==> src/rtl/arb_pkg.sv <==
// ---------------------------------------------------------------------------
// arb_pkg
// Shared definitions for the round-robin arbiter family.
//   - arb_state_t : arbiter FSM state encoding (IDLE / GRANT / RELEASE)
//   - clog2()     : constant-evaluable ceiling log2, used for index widths
// No ports (package).
// ---------------------------------------------------------------------------
package arb_pkg;

    typedef enum logic [1:0] {
        ST_IDLE    = 2'd0,
        ST_GRANT   = 2'd1,
        ST_RELEASE = 2'd2
    } arb_state_t;

    // Smallest r such that (1 << r) >= value; clog2(1) == 0.
    function automatic int clog2(input int value);
        int result;
        result = 0;
        for (int i = 0; i < 31; i++) begin
            if ((1 << i) < value) begin
                result = i + 1;
            end
        end
        return result;
    endfunction

endpackage

==> src/rtl/rr_fsm_arbiter_if.sv <==
// ---------------------------------------------------------------------------
// rr_fsm_arbiter_if
// Request/grant bundle between N requesters and the round-robin arbiter.
//   req     [N]   : per-requester request level
//   gnt     [N]   : registered one-hot grant
//   gnt_id  [IDW] : binary index of current/last owner
//   busy          : any grant active
//   preempt       : one-cycle pulse when a tenure is cut by the hold limit
//   lock          : (only with ARB_LOCK_EN) suppress the hold limit
// Modports: master = arbiter side, slave = requester side.
// Optional feature macro: ARB_LOCK_EN
// ---------------------------------------------------------------------------
interface rr_fsm_arbiter_if #(
    parameter int N = 4
);
    import arb_pkg::*;

    localparam int IDW = clog2(N);

    logic [N-1:0]   req;
    logic [N-1:0]   gnt;
    logic [IDW-1:0] gnt_id;
    logic           busy;
    logic           preempt;
`ifdef ARB_LOCK_EN
    logic           lock;

    modport master (input req, input lock,
                    output gnt, output gnt_id, output busy, output preempt);
    modport slave  (output req, output lock,
                    input gnt, input gnt_id, input busy, input preempt);
`else
    modport master (input req,
                    output gnt, output gnt_id, output busy, output preempt);
    modport slave  (output req,
                    input gnt, input gnt_id, input busy, input preempt);
`endif

endinterface

==> src/rtl/rr_pick.sv <==
// ---------------------------------------------------------------------------
// rr_pick
// Combinational round-robin winner search. Scans req starting at last+1
// and wrapping at N-1 -> 0; the nearest set bit after last wins.
//   req        [N]   in  : request vector
//   last       [IDW] in  : index of previous owner (lowest priority)
//   any              out : at least one request present
//   win_id     [IDW] out : winning index (0 when any==0)
//   win_onehot [N]   out : winning index as one-hot (0 when any==0)
// ---------------------------------------------------------------------------
module rr_pick
    import arb_pkg::*;
#(
    parameter int N = 4,
    localparam int IDW = clog2(N)
) (
    input  logic [N-1:0]   req,
    input  logic [IDW-1:0] last,
    output logic           any,
    output logic [IDW-1:0] win_id,
    output logic [N-1:0]   win_onehot
);

    logic [2*N-1:0] w_dbl;
    logic [IDW:0]   w_shamt;
    logic [N-1:0]   w_rot;

    // Rotate so that bit p of w_rot is req[(last+1+p) mod N]; the lowest
    // set bit of w_rot is then the round-robin winner's distance from last.
    assign w_dbl   = {req, req};
    assign w_shamt = {1'b0, last} + (IDW+1)'(1);
    assign w_rot   = N'(w_dbl >> w_shamt);

    always_comb begin
        int w_off;
        int w_sum;
        any    = 1'b0;
        w_off  = 0;
        w_sum  = 0;
        win_id = '0;
        // Descending scan so the smallest offset is the last one written.
        for (int p = N - 1; p >= 0; p--) begin
            if (w_rot[p]) begin
                any   = 1'b1;
                w_off = p;
            end
        end
        if (any) begin
            w_sum = int'(last) + 1 + w_off;
            if (w_sum >= N) begin
                w_sum = w_sum - N;
            end
            win_id = IDW'(w_sum);
        end
    end

    generate
        for (genvar gi = 0; gi < N; gi++) begin : g_onehot
            assign win_onehot[gi] = any && (win_id == IDW'(gi));
        end
    endgenerate

endmodule

==> src/rtl/rr_fsm_arbiter.sv <==
// ---------------------------------------------------------------------------
// rr_fsm_arbiter
// Round-robin arbiter that hands a single-owner datapath to one of N
// requesters at a time. Grant is registered (1-clock req->gnt latency),
// each tenure is bounded to MAX_HOLD cycles, and exactly one dead cycle
// (RELEASE) separates consecutive owners.
// Ports:
//   clk    in  : rising-edge clock
//   reset  in  : asynchronous active-low reset
//   bus    rr_fsm_arbiter_if.master : req/lock in, gnt/gnt_id/busy/preempt out
// Parameters: N (2..16) requesters, MAX_HOLD (>=1) cycles per tenure.
// Optional feature macro: ARB_LOCK_EN (lock input suppresses the hold limit).
// ---------------------------------------------------------------------------
module rr_fsm_arbiter
    import arb_pkg::*;
#(
    parameter int N        = 4,
    parameter int MAX_HOLD = 8
) (
    input  logic             clk,
    input  logic             reset,
    rr_fsm_arbiter_if.master bus
);

    localparam int IDW = clog2(N);
    localparam int HW  = clog2(MAX_HOLD) + 1;
    localparam logic [HW-1:0]  HOLD_LAST = HW'(MAX_HOLD - 1);
    localparam logic [IDW-1:0] LAST_INIT = IDW'(N - 1);

    arb_state_t     r_state,    w_state_next;
    logic [N-1:0]   r_gnt,      w_gnt_next;
    logic [IDW-1:0] r_gnt_id,   w_gnt_id_next;
    logic [IDW-1:0] r_last,     w_last_next;
    logic           r_busy,     w_busy_next;
    logic           r_preempt,  w_preempt_next;
    logic [HW-1:0]  r_hold_cnt, w_hold_cnt_next;

    logic           w_any;
    logic [IDW-1:0] w_win_id;
    logic [N-1:0]   w_win_onehot;
    logic           w_own_req;
    logic           w_lock;
    logic           w_at_limit;

    rr_pick #(
        .N (N)
    ) u_pick (
        .req        (bus.req),
        .last       (r_last),
        .any        (w_any),
        .win_id     (w_win_id),
        .win_onehot (w_win_onehot)
    );

`ifdef ARB_LOCK_EN
    assign w_lock = bus.lock;
`else
    assign w_lock = 1'b0;
`endif

    // Only the current owner's request line matters during a tenure.
    assign w_own_req  = bus.req[r_gnt_id];
    assign w_at_limit = (r_hold_cnt == HOLD_LAST) && !w_lock;

    always_comb begin
        w_state_next    = r_state;
        w_gnt_next      = r_gnt;
        w_gnt_id_next   = r_gnt_id;
        w_last_next     = r_last;
        w_busy_next     = r_busy;
        w_preempt_next  = 1'b0;
        w_hold_cnt_next = r_hold_cnt;

        case (r_state)
            ST_IDLE, ST_RELEASE: begin
                w_hold_cnt_next = '0;
                if (w_any) begin
                    w_state_next  = ST_GRANT;
                    w_gnt_next    = w_win_onehot;
                    w_gnt_id_next = w_win_id;
                    w_busy_next   = 1'b1;
                end else begin
                    w_state_next  = ST_IDLE;
                    w_gnt_next    = '0;
                    w_busy_next   = 1'b0;
                end
            end
            ST_GRANT: begin
                if (!w_own_req || w_at_limit) begin
                    w_state_next    = ST_RELEASE;
                    w_gnt_next      = '0;
                    w_busy_next     = 1'b0;
                    w_last_next     = r_gnt_id;
                    w_hold_cnt_next = '0;
                    // A voluntary drop coinciding with the limit is not a preemption.
                    w_preempt_next  = w_own_req && w_at_limit;
                end else if (r_hold_cnt != HOLD_LAST) begin
                    // Saturates at HOLD_LAST, which only persists while locked.
                    w_hold_cnt_next = r_hold_cnt + HW'(1);
                end
            end
            default: begin
                w_state_next    = ST_IDLE;
                w_gnt_next      = '0;
                w_busy_next     = 1'b0;
                w_hold_cnt_next = '0;
            end
        endcase
    end

    always_ff @(posedge clk or negedge reset) begin
        if (!reset) begin
            r_state    <= ST_IDLE;
            r_gnt      <= '0;
            r_gnt_id   <= '0;
            r_last     <= LAST_INIT;
            r_busy     <= 1'b0;
            r_preempt  <= 1'b0;
            r_hold_cnt <= '0;
        end else begin
            r_state    <= w_state_next;
            r_gnt      <= w_gnt_next;
            r_gnt_id   <= w_gnt_id_next;
            r_last     <= w_last_next;
            r_busy     <= w_busy_next;
            r_preempt  <= w_preempt_next;
            r_hold_cnt <= w_hold_cnt_next;
        end
    end

    assign bus.gnt     = r_gnt;
    assign bus.gnt_id  = r_gnt_id;
    assign bus.busy    = r_busy;
    assign bus.preempt = r_preempt;

endmodule

==> src/flat_wrapper.sv <==
// flat-port wrapper written by rule: the top's interface ports become plain ports
module rr_fsm_arbiter_flat import arb_pkg::*;
#(
    parameter int N        = 4,
    parameter int MAX_HOLD = 8
)
  (clk, reset, bus_req, bus_gnt, bus_gnt_id, bus_busy, bus_preempt);
  rr_fsm_arbiter_if #(.N(N)) bus_i ();
  input  logic clk;
  input  logic reset;
  input wire logic [$bits(bus_i.req)-1:0] bus_req;
  output wire logic [$bits(bus_i.gnt)-1:0] bus_gnt;
  output wire logic [$bits(bus_i.gnt_id)-1:0] bus_gnt_id;
  output wire logic [$bits(bus_i.busy)-1:0] bus_busy;
  output wire logic [$bits(bus_i.preempt)-1:0] bus_preempt;
  assign bus_i.req = bus_req;
  assign bus_gnt = bus_i.gnt;
  assign bus_gnt_id = bus_i.gnt_id;
  assign bus_busy = bus_i.busy;
  assign bus_preempt = bus_i.preempt;
  rr_fsm_arbiter #(.N(N), .MAX_HOLD(MAX_HOLD)) u_core (.clk(clk), .reset(reset), .bus(bus_i));
endmodule
==> config.mk <==
export PLATFORM = sky130hd
export DESIGN_NAME = rr_fsm_arbiter_flat
export DESIGN_NICKNAME = d
export VERILOG_FILES = /design/src/rtl/arb_pkg.sv /design/src/rtl/rr_fsm_arbiter_if.sv /design/src/rtl/rr_pick.sv /design/src/rtl/rr_fsm_arbiter.sv /design/src/flat_wrapper.sv
export SDC_FILE = /design/constraint.sdc
export NUM_CORES = 1
export LEC_CHECK = 0
export BUFFER_PORTS_ARGS = -buffer_cell sky130_fd_sc_hd__buf_2
export CAP_MARGIN = 5
export CORE_UTILIZATION = 31
export CTS_CLUSTER_DIAMETER = 150
export DETAILED_ROUTE_END_ITERATION = 16
export MAX_ROUTING_LAYER = met4
export SLEW_MARGIN = 20
export SYNTH_ARGS = -nofsm -noshare
export SYNTH_HDL_FRONTEND = slang
export SYNTH_SLANG_ARGS = --single-unit
export TNS_END_PERCENT = 30
==> constraint.sdc <==
create_clock -name clk -period 2 [get_ports clk]
set_input_delay 0.3 -clock clk [delete_from_list [all_inputs] [get_ports clk]]
set_output_delay 0.3 -clock clk [all_outputs]
set_load 0.03 [all_outputs]
---- Yosys cells after proc, flatten, opt, wreduce, memory -nomap -nowiden ----
Cells that the tools add are included.
storage, ports and cells
  word-level logic and storage cells ...... 62
  output and inout bits ................... 8
  input port bits ......................... 6
  register bits after elaboration ......... 16
cells by class
  eq/ne operators ......................... 9
  shift operators ......................... 1
  add/sub/neg operators ................... 5
  multiplexer cells ....................... 26
  reductions and logical operators ........ 12
  order comparisons ....................... 2
operators with widths
  cell                   count
  $mux W32               3
  $add A4 B32 Y32        1
  $ge A32 B4 Y1 const B  1
  $mux W4                5
  $mux W1                10
  $mux W2                4
  $pmux W4 S2            1
  $shr A8 B3 Y4          1
  $add A2 B1 Y3 const B  2
  $eq A2 B2 Y1 const B   3
  $logic_and A1 B1 Y1    5
  $add A4 B1 Y4 const B  1
  $eq A2 B1 Y1 const B   2
  $eq A4 B3 Y1 const B   1
  $logic_not A2 Y1       2
  $ne A4 B3 Y1 const B   1
  $pmux W2 S2            1
  $reduce_and A2 Y1      2
  $lt A2 B3 Y1 const B   1
  $ne A3 B1 Y1 const B   1
  $bmux W1 S2            1
  $ne A2 B1 Y1 const B   1
  $pmux W1 S2            1
  $reduce_or A2 Y1       1
  3 further kinds        3

---- Logic depth before layout (Yosys ltp) ----
  word-level depth ........................ 14
  gate-level depth with buffers ........... 10
  gate-level depth less buffers ........... 9

---- Hierarchy ----
Synthesis repeated with hierarchy kept, for this count alone.
second synthesis, totals
  cell total of the unflattened synthesis .. 112
  area total of the unflattened synthesis .. 1,092.3 µm²
modules (own cells, without submodules)
  module          times used  sequential area each (µm²)  area an instance (µm²)  cells an instance
  rr_fsm_arbiter  1           402.9                       732.0                   68
  rr_pick         1           0.0                         360.3                   44

---- Least setup slack after synthesis ----
Ideal clock, no wire load.
  path type ............................... flip-flop to flip-flop
  start ................................... register u_core.r_last[1]
  end ..................................... register u_core.r_gnt[3] (netlist: u_core.bus.gnt[3])
  arrival ................................. 1,928 ps
  stages on the path, launching flop included .. 11
  period minus slack after synthesis ...... 1,997 ps
  required time ........................... 1,931 ps
  setup time .............................. 69 ps
  buffers on the path ..................... 1
  slack ................................... 3 ps
  cell sequence ........................... dfstp_2 > buf_4 > nand2_1 > a2bb2oi_1 > o211ai_1 > o31a_1 > ha_1 > xnor3_1 > nor4b_2 > nand4_1 > nand3_1
between the ends
  cells in the longest elaborated chain, start to end .. 14
  elaborated cells between the ends (all ways) .. 20
  those cells by class .................... add/sub: 4; order compare: 1; eq/ne: 1; shift: 1; mux: 12; reduce/logical: 1
ends and longest elaborated chain
  what                                                   RTL line                      source
  start: declaration                                     rr_fsm_arbiter.sv:33          logic [IDW-1:0] r_last, w_last_next;
  start signal: assignment                               rr_fsm_arbiter.sv:124         r_last <= w_last_next;
  $add A2 B1 Y3                                          rr_pick.sv:31, rr_pick.sv:49
  $shr A8 B3 Y4                                          rr_pick.sv:32                 assign w_rot = N'(w_dbl >> w_shamt);
  $mux W2                                                rr_pick.sv:43                 if (w_rot[p]) begin
  $mux W32 (3 in series)                                 rr_pick.sv:43
  $add A4 B32 Y32                                        rr_pick.sv:49                 w_sum = int'(last) + 1 + w_off;
  $ge A32 B4 Y1 / $sub A2 B1 Y2 (equally long branches)  rr_pick.sv:50, rr_pick.sv:51
  $mux W2                                                rr_pick.sv:50                 if (w_sum >= N) begin
  $mux W2                                                rr_pick.sv:48                 if (any) begin
  $eq A2 B2 Y1                                           rr_pick.sv:59                 assign win_onehot[gi] = any && (win_id == IDW'(gi));
  $logic_and A1 B1 Y1                                    rr_pick.sv:59
  $mux W4 *                                              rr_fsm_arbiter.sv:77          if (w_any) begin
  $pmux W4 S2 *                                          rr_fsm_arbiter.sv:74          case (r_state)
  end signal: assignment                                 rr_fsm_arbiter.sv:122         r_gnt <= w_gnt_next;
  end: declaration                                       rr_fsm_arbiter.sv:31          logic [N-1:0] r_gnt, w_gnt_next;
Mark *: on every way between the ends. The rest lies on a longest branch, timed or not.
A chain may end at the register's enable or synchronous reset.

---- Worst setup path after layout ----
  start ................................... register u_core.r_last[1]
  end ..................................... register u_core.r_gnt[1] (netlist: u_core.bus.gnt[1])
between the ends
  cells in the longest elaborated chain, start to end .. 14
  elaborated cells between the ends (all ways) .. 20
  those cells by class .................... add/sub: 4; order compare: 1; eq/ne: 1; shift: 1; mux: 12; reduce/logical: 1
ends and longest elaborated chain
  what                                                   RTL line
  $add A2 B1 Y3                                          rr_pick.sv:31, rr_pick.sv:49
  $shr A8 B3 Y4                                          rr_pick.sv:32
  $mux W2                                                rr_pick.sv:43
  $mux W32 (3 in series)                                 rr_pick.sv:43
  $add A4 B32 Y32                                        rr_pick.sv:49
  $ge A32 B4 Y1 / $sub A2 B1 Y2 (equally long branches)  rr_pick.sv:50, rr_pick.sv:51
  $mux W2                                                rr_pick.sv:50
  $mux W2                                                rr_pick.sv:48
  $eq A2 B1 Y1                                           rr_pick.sv:59
  $logic_and A1 B1 Y1                                    rr_pick.sv:59
  $mux W4 *                                              rr_fsm_arbiter.sv:77
  $pmux W4 S2 *                                          rr_fsm_arbiter.sv:74
Marked as above.

==> results by group <==
Setup path
  – CP max stage delay: around 0.6 ns
  – Crit end category: flop
  – Critical Path AT: 2.29 ns
  – Crit-path max FO: 6
  – Startpoint type of the worst setup path: flop
  – Crit Path Category: reg -> reg
  – Crit path buffers/inverters: 0
  – Crit path cell chain: nand2_2, a2bb2oi_2, o211ai_1, o31a_1, ha_2, xor3_2, nor4b_4, nand4_1, nand3_1
  – Worst r2r dst: u_core.bus.gnt[1]
  – Reg2Reg Setup Slack: -0.05 ns
  – RR Startpoint: u_core.r_last[1]
  – Delay-heaviest family, CP: flip-flops
  – CP max stage cell: dfstp_2
  – WP data required: 2.24 ns
  – Worst r2r path cells: 9

GRT
  – First-pass GRT wire length: 3490 µm
  – Total track usage: between 10% and 20%
  – Vias in the first global route: 785
  – Largest net degree at the start of global routing: 17
  – Initial antenna violation count: 0
  – Grt total ovfl: 0

Place
  – IO buf count: 13
  – RD Place Congestion: roughly 0.76
  – Final HPWL DP: between 1500 and 2000 µm

Finish
  – Share of post-route cells with drive strength above 1: roughly 36%
  – Nets: between 100 and 150
  – Final Util: between 40 and 50%
  – ANT cells: 0
  – Most frequent cells in the layout: dfrtp_1, buf_2, buf_4
  – Commonest non-fill, non-tap cell in the layout: dfrtp_1
  – Area Overhead vs Synth: 23.3%
  – Fillers: around 300

Yosys
  – Post-synth cell types: 41
  – Synth Flop Type: dfrtp_1
  – #FFs+latches synth: 16
  – Syn Nets: 106
  – Syn Std Cell Area: 1020 µm²
  – Number of synthesized flops with an enable pin: 0
  – Share of the synthesized area in the top cell type: 34.4%
  – Ys async rst share: 100%
  – Mean Syn Cell Area: 10.4 µm²
  – Ranking of synthesized cells by area: dfrtp_1, dfstp_2, nand3_1
  – Post-synth top area cell: dfrtp_1
  – Post-Syn Instances: 98
  – Register area share after synthesis: between 30% and 40%
  – Synth Warn #: 0

Floorplanning
  – Die W: 59.3 µm
  – Initial Utilization: 33.1%
  – Core Area: 3080 µm²
  – Num rows: 20
  – Die area: 3520 µm²
  – Chip height: 59.3 µm
  – Top Ports: 14

Power and ir drop
  – Share of total power in combinational logic: 59.7%
  – Clock network power share: 11.1%
  – Sw frac: around two fifths
  – Sequential Power Share: between 20% and 30%
  – Psw: 0.815 mW
  – Worst vdd ir: between 0.6 and 0.7 mV
  – Internal power: ~1.2 mW
  – Power Density: between 1500 and 2000 nW/µm²
  – Pwr Total: around 2.0 mW
  – P_leak: approximately 0.57 nW

Route
  – DRC: 0
  – Final WL: 2130 µm
  – Count of antenna-violating nets left after detailed routing: 0
  – WL per Instance: 13.0 µm
  – DRT iter0 DRCs: 16
  – Vias: 811
  – 1st-pass router iterations: 4
  – Vias/cell: 4.98

Timing
  – Worst slew pin tran: 0.610 ns
  – Final Critical Period: 2.05 ns
  – Clock skew: approximately 0.0070 ns
  – RSZ-0062 raised after global routing: true
  – Tcrit/Tclk final: 102%
  – Final max-slew violation count: 0
  – Setup violators final: 5
  – Slew Limit Headroom: 59.1%
  – Final hold vios: 0
  – F_max: 488 MHz
  – Final setup margin: -0.0483 ns

Clock tree
  – Clk_lat worst skew: between 0.2 and 0.3 ns
  – CTS tree: built
  – Clock sink count: 16
  – H-tree Lvls: 1
  – Max clock buf depth: 2
  – Root Driver: clkbuf_4
  – Clock-pin slew on the worst setup and hold paths: about 0.10 ns
  – CTS buffer count: 3

Status
  – Status: finished with violations
  – Violated checks: setup timing

Worst hold path
  – Hold WC Path Type: in -> async

Job
  – Max Cap Viol: 0
how the worst max path moves through the flow:
stage,startpoint,endpoint,cells past startpoint
floorplan,u_core.r_last[1],u_core.bus.gnt[3],10
global placement,bus_req[1],u_core.bus.gnt[2],10
detailed placement,u_core.r_last[1],u_core.bus.gnt[1],9
CTS,u_core.r_last[1],u_core.bus.gnt[1],9
global route,u_core.r_last[1],u_core.bus.gnt[3],9
finish,u_core.r_last[1],u_core.bus.gnt[1],9
cell usage after synthesis, types with 2 or more instances:
cell type,n
dfrtp_1,14
nand2_1,8
nor2_1,7
nand3_1,6
nand4_1,4
o21ai_0,4
o31ai_1,4
nor2b_1,3
nor3b_1,3
nor4_1,3
o21a_1,3
and3b_1,2
buf_6,2
dfstp_2,2
ha_1,2
inv_1,2
mux2_2,2
nand3b_1,2
nor4b_2,2
o21ai_1,2
sequential cells by signal (all words and copies together), names as in the netlist:
signal and cells:
u_core.r_last 2, u_core.r_hold_cnt 4, u_core.bus.gnt 4, u_core.bus.gnt_id 2, u_core.bus.preempt 1, u_core.r_state 2
u_core.bus.busy 1
final cells by class:
cell class	instances	area, µm²	share of cell area (%)
clock buffer	4	36.3	2.89
inverter	2	7.51	0.598
multi-input combinational	75	619	49.3
sequential	16	403	32.1
tap	44	55.1	4.38
timing repair buffer	22	135	10.8
routing by layer:
metal  wire [µm]  vias up  global-route usage (%)
met2        1060       11                    22.8
met5           0        -                       -
met3          55        5                    2.62
li1            -      408                       -
met4          38        0                    6.12
met1         974      387                    16.8
per-stage QoR:
step	hold WS (ns)	setup slack, ns	instances	setup TNS [ns]	instance area, µm²
final	0.431	-0.0483	163	-0.140	1260
after global routing	0.478	-0.156	163	-0.703	1260
after CTS	0.439	-0.0495	163	-0.157	1230
after detailed placement	0.235	-0.0844	158	-0.380	1160
after global placement	0.232	-0.0321	158	-0.0435	1160
after floorplan	0.00441	0.00305	98	0	1020
cells by family (layout without fill, tap and decap cells):
logic type      after synthesis  in the layout  synth area share, %
xor+xnor                      4              4                 6.27
flops                        16             16                 39.6
simple gates                 44             44                 26.8
mux                           3              3                 4.42
fa+ha+maj                     2              2                 2.46
compound gates               22             22                 16.0
buf+inv                       7             28                 4.55
repair_timing:
item                                   CTS  global route
hold buffers                             1             0
endpoints found under the hold margin   14             0
setup endpoints to repair                5             5
pin swaps                                1             1
gates resized for setup                  5             6
buffers inserted                         0             0
power by group through the flow:
stage / Clock, mW / Sequential (mW) / Combinational, mW
floorplan: 0 / 0.607 / 0.726
global placement: 0 / 0.560 / 1.03
detailed placement: 0 / 0.568 / 1.05
CTS: 0.228 / 0.565 / 1.09
global route: 0.236 / 0.594 / 1.27
finish: 0.218 / 0.576 / 1.17
Note: power is estimated with default switching activity, not from simulation.
